File: config.mk
export PLATFORM = sky130hd
export DESIGN_NAME = mem_arbiter
export DESIGN_NICKNAME = d
export VERILOG_FILES = /design/src/rtl/mem_arbiter.sv
export SDC_FILE = /design/constraint.sdc
export NUM_CORES = 1
export LEC_CHECK = 0
export ABC_AREA = 1
export CAP_MARGIN = 20
export CORE_MARGIN = 2
export CORE_UTILIZATION = 38
export DETAILED_ROUTE_END_ITERATION = 7
export PLACE_DENSITY = 0.86
export SETUP_SLACK_MARGIN = 0.4
export SLEW_MARGIN = 0
export SYNTH_ARGS = -nofsm -noshare
export SYNTH_HDL_FRONTEND = slang
export SYNTH_SLANG_ARGS = --single-unit
File: constraint.sdc
create_clock -name clk -period 1.7 [get_ports clk]
set_clock_uncertainty 0.05 [all_clocks]
set_input_delay 0.255 -clock clk [delete_from_list [all_inputs] [get_ports clk]]
set_output_delay 0.255 -clock clk [all_outputs]
set_load 0.03 [all_outputs]
File: src/rtl/mem_arbiter.sv
// mem_arbiter
// Shares the single pipelined main-memory port between the I-cache and the
// D-cache of the 16-bit CPU. It performs WORDS_PER_BLOCK-word block fills on
// cache misses and single-word write-through stores. It also produces the
// stall signals that gate the pipeline stage flops.
//
// Optional feature, enabled by defining ARB_ROUND_ROBIN_EN:
//   When dcache_miss and icache_miss are pending together, the arbiter
//   alternates between the two sides instead of always serving D first.
//   Without the macro, D-side requests always win and no extra state exists.

module mem_arbiter #(
  parameter  int WORDS_PER_BLOCK = 8,
  parameter  int MEM_LATENCY     = 4,
  parameter  int ADDR_W          = 16,
  localparam int IDX_W           = $clog2(WORDS_PER_BLOCK)
) (
  input  logic              clk,
  input  logic              rst,
  input  logic              icache_miss,
  input  logic [ADDR_W-1:0] icache_addr,
  input  logic              dcache_miss,
  input  logic [ADDR_W-1:0] dcache_addr,
  input  logic              dcache_wr_req,
  input  logic [15:0]       dcache_wdata,
  output logic              mem_en,
  output logic              mem_wr,
  output logic [ADDR_W-1:0] mem_addr,
  output logic [15:0]       mem_wdata,
  input  logic              mem_data_valid,
  output logic [IDX_W-1:0]  fill_word_idx,
  output logic              icache_fill_we,
  output logic              dcache_fill_we,
  output logic              icache_fill_done,
  output logic              dcache_fill_done,
  output logic              dcache_wr_done,
  output logic              stall_fetch,
  output logic              stall_mem
);

  // The issue counter needs one extra bit so that it can reach
  // WORDS_PER_BLOCK, which marks the end of the issue phase.
  localparam int CNT_W = IDX_W + 1;
  localparam logic [ADDR_W-1:0] BLK_MASK = ADDR_W'(2 * WORDS_PER_BLOCK - 1);

  // Reject configurations the counters and masks cannot represent.
  if ((WORDS_PER_BLOCK < 2) || ((WORDS_PER_BLOCK & (WORDS_PER_BLOCK - 1)) != 0) ||
      (MEM_LATENCY < 1)) begin : g_bad_param
    $error("mem_arbiter: WORDS_PER_BLOCK must be a power of two >= 2 and MEM_LATENCY >= 1");
  end

  typedef enum logic [1:0] {
    IDLE   = 2'd0,
    IFILL  = 2'd1,
    DFILL  = 2'd2,
    DWRITE = 2'd3
  } state_t;

  state_t             state_q, state_d;
  logic [CNT_W-1:0]   iss_cnt_q;
  logic [IDX_W-1:0]   rcv_cnt_q;
  logic [ADDR_W-1:0]  base_q;

  logic               start_fill;   // a fill is granted this cycle
  logic               start_sel_d;  // the granted fill belongs to the D side
  logic               filling;
  logic               issuing;
  logic               rx_word;
  logic               last_word;
  logic               stall_mem_raw;

`ifdef ARB_ROUND_ROBIN_EN
  logic               last_grant_q; // 1: the most recent fill grant went to D
`endif

  // Request arbitration in IDLE and fill or store sequencing in the other states.
  always_comb begin
    // NOTE: every variable gets a default first so that no path through the
    // case statement leaves it unassigned, which would infer a latch.
    state_d     = state_q;
    start_fill  = 1'b0;
    start_sel_d = 1'b0;
    unique case (state_q)
      IDLE: begin
`ifdef ARB_ROUND_ROBIN_EN
        if (dcache_miss && icache_miss) begin
          start_fill  = 1'b1;
          start_sel_d = ~last_grant_q;
          state_d     = last_grant_q ? IFILL : DFILL;
        end else
`endif
        if (dcache_miss) begin
          start_fill  = 1'b1;
          start_sel_d = 1'b1;
          state_d     = DFILL;
        end else if (dcache_wr_req) begin
          state_d     = DWRITE;
        end else if (icache_miss) begin
          start_fill  = 1'b1;
          start_sel_d = 1'b0;
          state_d     = IFILL;
        end
      end
      IFILL: begin
        if (last_word) state_d = IDLE;
      end
      DFILL: begin
        // A store miss goes straight to its write once the block is in place.
        if (last_word) state_d = dcache_wr_req ? DWRITE : IDLE;
      end
      DWRITE: begin
        state_d = IDLE;
      end
      default: state_d = IDLE;
    endcase
  end

  // State register.
  always_ff @(posedge clk or negedge rst) begin
    // NOTE: sequential state uses non-blocking assignments so that every
    // flop samples values from before the clock edge.
    if (!rst) state_q <= IDLE;
    else      state_q <= state_d;
  end

  // Block base address and the issue and receive counters of the active fill.
  always_ff @(posedge clk or negedge rst) begin
    if (!rst) begin
      base_q    <= '0;
      iss_cnt_q <= '0;
      rcv_cnt_q <= '0;
    end else if (start_fill) begin
      base_q    <= (start_sel_d ? dcache_addr : icache_addr) & ~BLK_MASK;
      iss_cnt_q <= '0;
      rcv_cnt_q <= '0;
    end else if (filling) begin
      if (issuing)        iss_cnt_q <= iss_cnt_q + 1'b1;
      if (mem_data_valid) rcv_cnt_q <= rcv_cnt_q + 1'b1;
    end
  end

`ifdef ARB_ROUND_ROBIN_EN
  // Remember which side received the last fill grant.
  always_ff @(posedge clk or negedge rst) begin
    if (!rst)            last_grant_q <= 1'b0;
    else if (start_fill) last_grant_q <= start_sel_d;
  end
`endif

  // Memory-port, cache-fill and handshake outputs.
  always_comb begin
    filling   = (state_q == IFILL) || (state_q == DFILL);
    issuing   = filling && (iss_cnt_q < CNT_W'(WORDS_PER_BLOCK));
    rx_word   = filling && mem_data_valid;
    last_word = rx_word && (rcv_cnt_q == IDX_W'(WORDS_PER_BLOCK - 1));

    mem_en    = issuing || (state_q == DWRITE);
    mem_wr    = (state_q == DWRITE);
    mem_addr  = '0;
    mem_wdata = '0;
    if (state_q == DWRITE) begin
      mem_addr  = dcache_addr;
      mem_wdata = dcache_wdata;
    end else if (issuing) begin
      mem_addr  = base_q + ADDR_W'({iss_cnt_q[IDX_W-1:0], 1'b0});
    end

    fill_word_idx    = rx_word ? rcv_cnt_q : '0;
    icache_fill_we   = rx_word && (state_q == IFILL);
    dcache_fill_we   = rx_word && (state_q == DFILL);
    icache_fill_done = last_word && (state_q == IFILL);
    dcache_fill_done = last_word && (state_q == DFILL);
    dcache_wr_done   = (state_q == DWRITE);
  end

  // Pipeline stalls. A pending I-miss freezes only fetch while the D side is
  // quiet. Both stalls are forced low while reset is asserted so that every
  // output starts from zero.
  always_comb begin
    stall_mem_raw = dcache_miss || dcache_wr_req ||
                    (state_q == DFILL) || (state_q == DWRITE);
    stall_mem     = rst && stall_mem_raw;
    stall_fetch   = rst && (stall_mem_raw || icache_miss || (state_q == IFILL));
  end

endmodule

==> impl_metrics.env, run 1 <==
export IMPL_status="stopped before the end"
export IMPL_lastStage="global routing (5_1_grt)"
export IMPL_stop_error="[ERROR DPL-0038] Utilization greater than 100%, impossible to legalize"
export IMPL_synth_edf_count=0
export IMPL_synthFlopType="dfrtp_1"
export IMPL_root_buffer="clkbuf_8"
export IMPL_place_congestion=0.786
export IMPL_cts_buffers=3
export IMPL_syn_area_mm2=0.00165
export IMPL_synthTopCellsByArea="dfrtp_1, nand2_1, inv_1"
export IMPL_crit_endpoint="mem_addr[15]"
export IMPL_synthArstFlopShare_pct=100
export IMPL_syn_nets=322
export IMPL_yosysWarnings=0
export IMPL_cts_buffer_depth=2
export IMPL_synth_top_area_share_pct=31.9
export IMPL_die_x_um=69.9
export IMPL_hold_buffers=0
export IMPL_synth_top_area_cell="dfrtp_1"
export IMPL_grt_start_max_net_pins=23
export IMPL_synth_seq_cells=21
export IMPL_seq_area_frac_synth_pct=31.9
export IMPL_hpwl_mm=3.61
export IMPL_ys_top_cells_by_count="nand2_1, inv_1, dfrtp_1, nand3_1, o21ai_0"
export IMPL_die_h_um=69.9
export IMPL_syn_inst=260
export IMPL_io_pin_count=98
export IMPL_port_buffers=93
export IMPL_dp_cells=411
export IMPL_cts_sinks=21
export IMPL_avgSynthCellArea_um2=6.34
export IMPL_htreeDepth=1
export IMPL_start_util_pct=40.3
export IMPL_worst_ep_kind="output port"
export IMPL_synth_most_common_cell="nand2_1"
export IMPL_synth_cell_type_count=22
export IMPL_fp_row_count=23
cell families after synthesis:
group	synth area share, %
AND/OR/NAND/NOR	35.1
AO/OA/AOI/OAI	9.87
adder cells (fa/ha/maj)	6.07
buffers and inverters	17.1
flip-flops	31.9
through the flow:
step / hold slack, ns / cell area (um2) / setup WS [ns]
4_1_cts: 0.450 / 3880 / -0.326
3_5_place_dp: 0.409 / 2850 / -0.356
3_3_place_gp: 0.405 / 2850 / -0.339
2_1_floorplan: -0.0906 / 1930 / 0.0854
what timing repair did:
item,in CTS
endpoints found under the setup margin,65
gates resized for setup,172
cloned,9
setup buffers,17
pin swaps,31
==> run 2, diff against run 1 <==
Settings changed: PLACE_DENSITY 0.86 to not set, PLACE_DENSITY_LB_ADDON set to 0.15, SETUP_SLACK_MARGIN 0.4 to not set.
==> run 2 against run 1 <==
Effect of this change:
- the flow now finishes, with violations (negative setup slack)
- synthesized area unchanged
- synthesized cell count unchanged
==> impl_metrics.env, run 2 <==
export IMPL_status="finished, violations left"
export IMPL_violations="negative setup slack"
export IMPL_syn_inst=260
export IMPL_synth_edf_count=0
export IMPL_synth_cell_type_count=22
export IMPL_fin_util_pct=78.5
export IMPL_grt_pass1_vias=1828
export IMPL_htreeDepth=1
export IMPL_wirelength_mm=5.30
export IMPL_grt_pass1_wl_mm=8.18
export IMPL_fmax_ghz=0.488
export IMPL_drive_above_1_share_pct=35.4
export IMPL_drc=0
export IMPL_path_max_fanout=15
export IMPL_setup_slack_ns=-0.347
export IMPL_synth_most_common_cell="nand2_1"
export IMPL_gr_usage_all_layers_pct=20.2
export IMPL_worstPathCellList="inv_2 -> buf_6 -> ha_4 -> inv_2 -> nor2_4 -> buf_12 -> nand3_1 -> o21ai_2 -> buf_6"
export IMPL_syn_nets=322
export IMPL_grt_overflow=0
export IMPL_io_pin_count=98
export IMPL_yosysWarnings=0
export IMPL_dpl_cell_area_mm2=0.00268
export IMPL_leakage_nw=1.74
export IMPL_critical_path_required_ns=1.39
export IMPL_rsz0062_at_grt="yes"
export IMPL_vias=2007
export IMPL_clk_latency_ns=0.27
export IMPL_slowest_stage="dfrtp_1"
export IMPL_syn_area_mm2=0.00165
export IMPL_final_cell_mix="nand2_1, clkdlybuf4s50_1, inv_1, buf_4, buf_6"
export IMPL_die_x_um=69.9
export IMPL_ir_worst_vdd_v=0.00116
export IMPL_synth_top_area_share_pct=31.9
export IMPL_root_buffer="clkbuf_8"
export IMPL_critical_path_class="reg -> out"
export IMPL_fin_crit_sh_pct=120
export IMPL_cts_buffer_depth=2
export IMPL_cts_tree="done"
export IMPL_cp_slowest_stage_delay_ns=0.38
export IMPL_cts_buffers=3
export IMPL_place_congestion=0.765
export IMPL_fp_row_count=23
export IMPL_setup_violations_final=46
export IMPL_synthFlopType="dfrtp_1"
export IMPL_postRouteAntennaNets=0
export IMPL_die_h_um=69.9
export IMPL_avgSynthCellArea_um2=6.34
export IMPL_dr_pass1_iters=4
export IMPL_clk_pin_slew_worst_paths_ns=0.08
export IMPL_crit_arrival_ns=1.74
export IMPL_final_min_clock_period_ns=2.05
export IMPL_antenna_found_initial=0
export IMPL_nFillCells=297
export IMPL_top_regs="base_q x12, iss_cnt_q x4, rcv_cnt_q x3"
export IMPL_ys_top_cells_by_count="nand2_1, inv_1, dfrtp_1, nand3_1, o21ai_0"
export IMPL_dieArea_mm2=0.00488
export IMPL_synth_top_area_cell="dfrtp_1"
export IMPL_synthArstFlopShare_pct=100
export IMPL_slew_viol_final=0
export IMPL_synth_seq_cells=21
export IMPL_port_buffers=93
export IMPL_finalHoldViolations=0
export IMPL_cts_sinks=21
export IMPL_hold_path_class="in -> async"
export IMPL_grt_start_max_net_pins=25
export IMPL_hpwl_mm=3.43
export IMPL_largest_reg_flops=12
export IMPL_final_common_cell="nand2_1"
export IMPL_max_slew_margin_pct=78.6
export IMPL_powerDensity_mw_per_mm2=1670
export IMPL_top_register="base_q"
export IMPL_synthTopCellsByArea="dfrtp_1, nand2_1, inv_1"
export IMPL_nNetsFinal=442
export IMPL_viasPerCell=4.68
export IMPL_place_ws_ns=-0.366
export IMPL_stdcell_area_mm2=0.00321
export IMPL_area_delta_synth_final_pct=94.7
export IMPL_core_area_mm2=0.00409
export IMPL_wl_per_cell_um=12.3
export IMPL_max_cap_viol_count=0
export IMPL_endpoint_kind="output pin"
export IMPL_seq_area_frac_synth_pct=31.9
export IMPL_diodes=0
export IMPL_setup_tns_ns=-7.10
export IMPL_drt_iter0_markers=73
export IMPL_startpoint_type="flop"
export IMPL_worst_pin_slew_ns=0.320
export IMPL_fin_hold_ws_ns=0.404
export IMPL_start_util_pct=40.3
## run 2: power by group
part           switching [mW]  total (mW)  internal [mW]
registers               0.135       0.843          0.708
logic                    2.29        4.18           1.90
clock network           0.171       0.335          0.164
## run 2: worst max-delay path: cells and delay by family (launching register included)
kind,cells,cell delay [ns]
fa+ha+maj,1,0.28
simple gates,2,0.20
flops,1,0.38
compound gates,1,0.09
buf+inv,5,0.54
## run 2: layout make-up
type,count,area [um2],share of cell area (%)
Sequential cell,21,526,16.4
Inverter,51,201,6.28
Clock buffer,3,41.3,1.29
Multi-Input combinational cell,177,1070,33.3
Clock inverter,1,5.00,0.156
Tap cell,50,62.6,1.95
Timing Repair Buffer,126,1300,40.6
## run 2: path summary, 6_finish.rpt
| path | cells past startpoint | end | startpoint | slack, ns |
|---|---|---|---|---|
| max in group asynchronous | 2 | state_q[0]$_DFFE_PN0P_ | rst | 1.00 |
| hold reg to reg | 2 | base_q[4]$_DFFE_PN0P_ | base_q[4]$_DFFE_PN0P_ | 0.43 |
| hold / removal | 2 | base_q[10]$_DFFE_PN0P_ | rst | 0.40 |
| setup reg to reg | 11 | rcv_cnt_q[0]$_DFFE_PN0P_ | state_q[1]$_DFFE_PN0P_ | -0.10 |
| min in group clk | 2 | base_q[4]$_DFFE_PN0P_ | base_q[4]$_DFFE_PN0P_ | 0.43 |
| setup / recovery | 9 | mem_addr[12] | state_q[1]$_DFFE_PN0P_ | -0.35 |
## run 2: what timing repair did
item                                    in CTS  in global routing
buffers inserted                             8                  7
hold buffers                                 0                  0
cloned                                       2                  1
pin swaps                                    4                  9
gates resized for setup                     63                 29
hold endpoints to repair                     0                  0
endpoints found under the setup margin      27                 44
## run 2: stage by stage
step / cells / power [mW]
after floorplan: 260 / 2.89
after global placement: 410 / 3.96
after detailed placement: 410 / 4.02
after CTS: 424 / 5.03
after global routing: 429 / 5.71
final: 429 / 5.36
## run 2: cell families after synthesis
family	share of synthesized area [%]
AO/OA/AOI/OAI	9.87
adder cells (fa/ha/maj)	6.07
buffers and inverters	17.1
AND/OR/NAND/NOR	35.1
flip-flops	31.9
## run 2: metal layers
| metal | wire length [um] | up-vias | global-route usage [%] |
|---|---|---|---|
| met2 | 2690 | 74 | 35.4 |
| met5 | 0 | - | 0 |
| met4 | 64 | 0 | 7.05 |
| met1 | 2200 | 908 | 24.8 |
| li1 | - | 1020 | - |
| met3 | 346 | 5 | 3.61 |
No activity file was read; power rests on OpenSTA's default activity.
